==> src/rtl/mem_port_arbiter_pkg.sv <==
// Shared types and constants for the memory port arbiter.
package mem_arb_pkg;

  typedef enum logic [0:0] {IDLE = 1'b0, RD_WAIT = 1'b1} state_e;

  localparam int unsigned PORT_DATA  = 0;
  localparam int unsigned PORT_FETCH = 1;
  localparam int unsigned PORT_DMA   = 2;

  // Index width that still works for a single-entry range.
  function automatic int unsigned idx_w(input int unsigned n);
    return (n > 1) ? $clog2(n) : 1;
  endfunction

endpackage

==> src/rtl/mem_port_arbiter_if.sv <==
// Requester and memory-side signals of the arbiter, bundled with modports.
interface mem_port_arbiter_if #(
  parameter int unsigned NREQ = 3,
  parameter int unsigned AW   = 32,
  parameter int unsigned DW   = 32
);
  logic [NREQ-1:0]    req;
  logic [NREQ-1:0]    we;
  logic [NREQ*AW-1:0] addr;
  logic [NREQ*DW-1:0] wdata;
  logic [NREQ-1:0]    gnt;
  logic [NREQ-1:0]    rvalid;
  logic [DW-1:0]      rdata;
  logic               busy;
  logic [AW-1:0]      mem_addr;
  logic [DW-1:0]      mem_wdata;
  logic               mem_we;
  logic [DW-1:0]      mem_rdata;

  modport slave (
    input  req, we, addr, wdata, mem_rdata,
    output gnt, rvalid, rdata, busy, mem_addr, mem_wdata, mem_we
  );

  modport master (
    output req, we, addr, wdata, mem_rdata,
    input  gnt, rvalid, rdata, busy, mem_addr, mem_wdata, mem_we
  );
endinterface

==> src/rtl/mem_port_arbiter_rr_pick.sv <==
// Combinational winner select: first asserted request at or after ptr, wrapping.
module rr_pick
  import mem_arb_pkg::*;
#(
  parameter  int unsigned NREQ       = 3,
  parameter  int unsigned FIXED_PRIO = 0,
  localparam int unsigned PW         = idx_w(NREQ)
) (
  input  logic [NREQ-1:0] req,
  input  logic [PW-1:0]   ptr,
  output logic [NREQ-1:0] win_oh,
  output logic [PW-1:0]   win_idx,
  output logic            any
);

  int unsigned start;
  int unsigned idx;
  logic        found;

  // Fixed priority is round-robin pinned to index 0.
  always_comb begin
    start   = (FIXED_PRIO != 0) ? 32'd0 : 32'(ptr);
    idx     = 32'd0;
    found   = 1'b0;
    win_oh  = '0;
    win_idx = '0;
    for (int unsigned k = 0; k < NREQ; k++) begin
      idx = (start + k) % NREQ;
      if (!found && req[PW'(idx)]) begin
        found   = 1'b1;
        win_oh  = NREQ'(1) << idx;
        win_idx = PW'(idx);
      end
    end
    any = found;
  end

endmodule

==> src/rtl/mem_port_arbiter.sv <==
// Single memory port shared by NREQ requesters; one transaction at a time,
// registered memory bus, read data returned RD_LAT cycles after the grant.
module mem_port_arbiter
  import mem_arb_pkg::*;
#(
  parameter int unsigned NREQ       = 3,
  parameter int unsigned AW         = 32,
  parameter int unsigned DW         = 32,
  parameter int unsigned RD_LAT     = 1,
  parameter int unsigned FIXED_PRIO = 0
) (
  input logic               clk,
  input logic               rst,
  mem_port_arbiter_if.slave bus
);

  localparam int unsigned PW = idx_w(NREQ);
  localparam int unsigned CW = idx_w(RD_LAT);
  localparam logic [0:0] ST_IDLE    = IDLE;
  localparam logic [0:0] ST_RD_WAIT = RD_WAIT;

  logic [0:0]      state_q, state_d;
  logic [CW-1:0]   cnt_q, cnt_d;
  logic [PW-1:0]   ptr_q, ptr_d;
  logic [PW-1:0]   owner_q, owner_d;
  logic            busy_q, busy_d;
  logic [NREQ-1:0] gnt_q, gnt_d;
  logic [NREQ-1:0] rvalid_q, rvalid_d;
  logic            mem_we_q, mem_we_d;
  logic [AW-1:0]   mem_addr_q, mem_addr_d;
  logic [DW-1:0]   mem_wdata_q, mem_wdata_d;

  logic [NREQ-1:0] win_oh;
  logic [PW-1:0]   win_idx;
  logic            pick_any;

  rr_pick #(.NREQ(NREQ), .FIXED_PRIO(FIXED_PRIO)) u_pick (
    .req     (bus.req),
    .ptr     (ptr_q),
    .win_oh  (win_oh),
    .win_idx (win_idx),
    .any     (pick_any)
  );

  // Next state: grant in IDLE, count down read latency in RD_WAIT.
  always_comb begin
    state_d     = state_q;
    cnt_d       = cnt_q;
    ptr_d       = ptr_q;
    owner_d     = owner_q;
    busy_d      = busy_q;
    mem_addr_d  = mem_addr_q;
    mem_wdata_d = mem_wdata_q;
    gnt_d       = '0;
    rvalid_d    = '0;
    mem_we_d    = 1'b0;
    case (state_q)
      ST_IDLE: begin
        if (pick_any) begin
          gnt_d       = win_oh;
          mem_addr_d  = bus.addr[win_idx*AW +: AW];
          mem_wdata_d = bus.wdata[win_idx*DW +: DW];
          mem_we_d    = bus.we[win_idx];
          ptr_d       = (win_idx == PW'(NREQ - 1)) ? '0 : win_idx + PW'(1);
          if (!bus.we[win_idx]) begin
            state_d = ST_RD_WAIT;
            cnt_d   = CW'(RD_LAT - 1);
            busy_d  = 1'b1;
            owner_d = win_idx;
          end
        end
      end
      default: begin
        if (cnt_q == '0) begin
          rvalid_d = NREQ'(1) << owner_q;
          busy_d   = 1'b0;
          state_d  = ST_IDLE;
        end else begin
          cnt_d = cnt_q - CW'(1);
        end
      end
    endcase
  end

  always_ff @(posedge clk or negedge rst) begin
    if (!rst) begin
      state_q     <= ST_IDLE;
      cnt_q       <= '0;
      ptr_q       <= '0;
      owner_q     <= '0;
      busy_q      <= 1'b0;
      gnt_q       <= '0;
      rvalid_q    <= '0;
      mem_we_q    <= 1'b0;
      mem_addr_q  <= '0;
      mem_wdata_q <= '0;
    end else begin
      state_q     <= state_d;
      cnt_q       <= cnt_d;
      ptr_q       <= ptr_d;
      owner_q     <= owner_d;
      busy_q      <= busy_d;
      gnt_q       <= gnt_d;
      rvalid_q    <= rvalid_d;
      mem_we_q    <= mem_we_d;
      mem_addr_q  <= mem_addr_d;
      mem_wdata_q <= mem_wdata_d;
    end
  end

  assign bus.gnt       = gnt_q;
  assign bus.rvalid    = rvalid_q;
  assign bus.busy      = busy_q;
  assign bus.mem_we    = mem_we_q;
  assign bus.mem_addr  = mem_addr_q;
  assign bus.mem_wdata = mem_wdata_q;
  // Read data passes straight through from the memory.
  assign bus.rdata     = bus.mem_rdata;

endmodule

==> src/flat_wrapper.sv <==
// flat-port wrapper written by rule: the top's interface ports become plain ports
module mem_port_arbiter_flat import mem_arb_pkg::*;
#(
  parameter int unsigned NREQ       = 3,
  parameter int unsigned AW         = 32,
  parameter int unsigned DW         = 32,
  parameter int unsigned RD_LAT     = 1,
  parameter int unsigned FIXED_PRIO = 0
)
  (clk, rst, bus_req, bus_we, bus_addr, bus_wdata, bus_mem_rdata, bus_gnt, bus_rvalid, bus_rdata, bus_busy, bus_mem_addr, bus_mem_wdata, bus_mem_we);
  mem_port_arbiter_if #(.NREQ(NREQ), .AW(AW), .DW(DW)) bus_i ();
  input logic clk;
  input logic rst;
  input wire logic [$bits(bus_i.req)-1:0] bus_req;
  input wire logic [$bits(bus_i.we)-1:0] bus_we;
  input wire logic [$bits(bus_i.addr)-1:0] bus_addr;
  input wire logic [$bits(bus_i.wdata)-1:0] bus_wdata;
  input wire logic [$bits(bus_i.mem_rdata)-1:0] bus_mem_rdata;
  output wire logic [$bits(bus_i.gnt)-1:0] bus_gnt;
  output wire logic [$bits(bus_i.rvalid)-1:0] bus_rvalid;
  output wire logic [$bits(bus_i.rdata)-1:0] bus_rdata;
  output wire logic [$bits(bus_i.busy)-1:0] bus_busy;
  output wire logic [$bits(bus_i.mem_addr)-1:0] bus_mem_addr;
  output wire logic [$bits(bus_i.mem_wdata)-1:0] bus_mem_wdata;
  output wire logic [$bits(bus_i.mem_we)-1:0] bus_mem_we;
  assign bus_i.req = bus_req;
  assign bus_i.we = bus_we;
  assign bus_i.addr = bus_addr;
  assign bus_i.wdata = bus_wdata;
  assign bus_i.mem_rdata = bus_mem_rdata;
  assign bus_gnt = bus_i.gnt;
  assign bus_rvalid = bus_i.rvalid;
  assign bus_rdata = bus_i.rdata;
  assign bus_busy = bus_i.busy;
  assign bus_mem_addr = bus_i.mem_addr;
  assign bus_mem_wdata = bus_i.mem_wdata;
  assign bus_mem_we = bus_i.mem_we;
  mem_port_arbiter #(.NREQ(NREQ), .AW(AW), .DW(DW), .RD_LAT(RD_LAT), .FIXED_PRIO(FIXED_PRIO)) u_core (.clk(clk), .rst(rst), .bus(bus_i));
endmodule
==> config.mk <==
export PLATFORM = sky130hd
export DESIGN_NAME = mem_port_arbiter_flat
export DESIGN_NICKNAME = d
export VERILOG_FILES = /design/src/rtl/mem_port_arbiter_pkg.sv /design/src/rtl/mem_port_arbiter_if.sv /design/src/rtl/mem_port_arbiter_rr_pick.sv /design/src/rtl/mem_port_arbiter.sv /design/src/flat_wrapper.sv
export SDC_FILE = /design/constraint.sdc
export NUM_CORES = 1
export LEC_CHECK = 0
export CORE_AREA = 4 4 130 132
export DETAILED_ROUTE_END_ITERATION = 16
export DIE_AREA = 0 0 134 136
export DONT_BUFFER_PORTS = 1
export SYNTH_ARGS = -nofsm -noshare
export SYNTH_HDL_FRONTEND = slang
export SYNTH_SLANG_ARGS = --single-unit
==> constraint.sdc <==
create_clock -name clk -period 3.65 [get_ports clk]
set_clock_uncertainty 0.15 [all_clocks]
set_input_delay 0.73 -clock clk [delete_from_list [all_inputs] [get_ports clk]]
set_output_delay 0.73 -clock clk [all_outputs]
set_load 0.02 [all_outputs]
==> metrics <==
outcome completed; overflow left after global routing 0; transition time at the pin with the least slew margin just over 0.8 ns; setup repair after global routing missed its margin no; vias in the first global route about 3600; number of inserted filler cells in the final layout roughly 1600; worst rel slew slack between 40% and 50%; share of the cycle needed by the critical path after routing around nine tenths; mean instance size in the synthesized netlist 9.78 um^2; routability-driven placement congestion ratio approximately 0.86; number of antenna diodes 0; area inside the core boundary 15700 um^2; share of cells above drive strength 1 between 7 and 8%; sequential share of the synthesized area between 40 and 50%; cell chain of the critical path inv_1 -> ha_1 -> mux2i_2 -> o22a_1 -> a31oi_4 -> a21bo_2 -> buf_4 -> o211ai_1; Die Y around 140 um; WP data required 3.69 ns; total setup buffers inserted after CTS 0; Final setup violation count 0; max capacitance violation total 0; capture instance of the worst register-to-register path u_core.bus.mem_addr[15]; category of the most critical setup path reg2reg; hpwl dp roughly 11000 um; Setup crit start kind flip-flop; shortest clock period the worst path allows after layout 3.31 ns; clk sinks between 70 and 80; power density over the cells 1360 nW/um^2; fin util between 30 and 40%; length in cells of the worst reg-to-reg path 8; total placed instance area between 4000 and 5000 um^2; power share of the clock group between 10% and 20%; leakage power of the design ~1.9 nW; summed instance area of the synthesized netlist roughly 4600 um^2; Comb power frac between 50% and 60%; # DRC 0; area of combinational cells with multiple inputs 2190 um^2; upper clock frequency limit 0.302 GHz; growth of design area from synthesis to finish 5.34%; die footprint 18200 um^2; crit path capture type flip-flop; switching power share of the total 50.1%; source-to-sink clock delay at the later pin of the worst-skew pair ~0.33 ns; number of H-tree levels 3; number of distinct library cells after synthesis 43; most common cell after layout, fill and taps aside dfrtp_1; dominant register cell in the synthesized netlist dfrtp_1; routed via count around 3600; total length of routed wires ~15000 um; ratio of routed vias to standard cells roughly 5.6; count of state elements after synthesis 77; commonest non-fill, non-tap cells in the layout 77 x dfrtp_1, 70 x nand2_1, 67 x mux2i_1; pin count of the biggest net entering global routing 78; Int Power roughly 3.3 mW; number of enable-type register cells in the synthesized netlist 0; iteration count of the initial detailed-routing pass 5; cell area after layout between 4000 and 5000 um^2; Port Buffer Count 0; total negative setup slack 0 ns; source of the worst register-to-register timing path u_core.ptr_q[0]; critical path peak fanout 36; switching pwr 3.27 mW; final-report max-slew violation count 0; Arrival @ worst endpoint between 3 and 4 ns; flip-flop and latch area between 1500 and 2000 um^2; sequential group share of total power roughly a third; total design power between 6 and 7 mW; first-pass GRT wire length ~21000 um; combined global-route utilization of all metal layers between 15 and 20%; average wire length per cell after detail routing ~23 um; endpoints failing hold 0; buffer cell driving the clock tree root clkbuf_16; nets in the synthesized netlist approximately 700; Clock Tree Buf Depth 2; final net count between 600 and 700; VDD IR max about 630 uV; number of cells produced by synthesis about 470; Critical-path top delay cell a21bo_2; die boundary width approximately 130 um; total I/O pin count between 300 and 400; YS warnings 0; clock transition at the register clock pins on the worst setup and hold paths after CTS approximately 0.06 ns; maximum cell stage delay along the critical path approximately 0.67 ns; Async SR Flop Fraction 100%; reg-to-reg setup timing slack 0.34 ns; Std-Cell Rows 46; remaining number of nets flagged by the antenna check after routing 0; min-delay worst type in2async; initial antenna violation count 0; 1st-iter DRT viols roughly 230; CTS tree done; Inserted Clock Buffers 9; initial standard-cell utilization of the core between 20 and 30%
metal layers:
layer | vias up | global-route usage, % | wire [um]
li1 | 1562 | - | -
met1 | 1723 | 15.8 | 4920
met2 | 206 | 25.4 | 7420
met3 | 62 | 7.33 | 1780
met4 | 0 | 8.29 | 722
met5 | - | 0 | 0
worst max-delay path: cells and delay by family (launching register included):
family / cells / cell delay [ns]
compound gates: 4 / 1.21
mux: 1 / 0.39
buf+inv: 2 / 0.59
flops: 1 / 0.40
fa+ha+maj: 1 / 0.37
synth_stat cells, drive strengths merged (2+ instances only):
cell,number,area share [%]
o21ai,5,0.55
and2,2,0.27
nor2,3,0.41
buf,55,8.5
dfrtp,77,42
clkbuf,15,1.2
ha,4,1.1
nand3,66,7.2
and3b,4,0.77
a31oi,4,0.88
o21ba,2,0.58
nand2,70,5.8
mux2i,69,15
nand2b,5,0.69
o211ai,64,11
o22ai,2,0.27
inv,2,0.16
what timing repair did:
action	4_1_cts	5_1_grt
hold buffers	1	0
endpoints found under the hold margin	77	0
gates resized for setup	0	0
worst max-delay path by stage:
stage / from / end / cells past startpoint
floorplan: u_core.ptr_q[0] / u_core.bus.mem_addr[0] / 11
global placement: u_core.ptr_q[0] / u_core.bus.mem_addr[17] / 8
detailed placement: u_core.ptr_q[0] / u_core.bus.mem_addr[15] / 8
CTS: u_core.ptr_q[0] / u_core.bus.mem_addr[15] / 8
global route: u_core.ptr_q[0] / u_core.bus.mem_addr[15] / 8
finish: u_core.ptr_q[0] / u_core.bus.mem_addr[15] / 8
power groups by stage:
| stage | clock, mW | combinational (mW) | sequential (mW) |
|---|---|---|---|
| floorplan | 0 | 2.93 | 1.98 |
| global placement | 0 | 3.31 | 2.13 |
| detailed placement | 0 | 3.48 | 2.13 |
| CTS | 0.996 | 3.51 | 2.12 |
| global route | 1.03 | 3.79 | 2.16 |
| finish | 0.963 | 3.46 | 2.11 |
registers in the layout, summed over array words and instances, names as in the netlist, 2 cells and up:
register and flops:
u_core.ptr_q 2, u_core.bus.rvalid 3, u_core.bus.gnt 3, u_core.owner_q 2, u_core.bus.mem_addr 32, u_core.bus.mem_wdata 32
logic make-up after synthesis:
kind of cell,count (synthesis),share of synthesized area (%)
AO/OA/AOI/OAI,91,15.5
flip-flops,77,42.2
AND/OR/NAND/NOR,154,16.1
buffers and inverters,72,9.87
multiplexers,69,15.3
adder cells (fa/ha/maj),4,1.10
layout make-up:
class                      count  share of cell area, %
clock buffer                  11                   5.05
clock inverter                 4                   1.51
inverter                       2                  0.156
multi-input combinational    318                   45.5
sequential                    77                   40.1
tap                          216                   5.62
timing repair buffer           9                   2.08
per-stage QoR:
stage / cells / worst slack (ns) / hold slack (ns)
global placement: 621 / 0.549 / 0.287
detailed placement: 621 / 0.334 / 0.286
global route: 637 / 0.142 / 0.159
CTS: 637 / 0.328 / 0.145
finish: 637 / 0.336 / 0.129
floorplan: 467 / 1.13 / 0.284
Note: power is estimated with default switching activity, not from simulation.
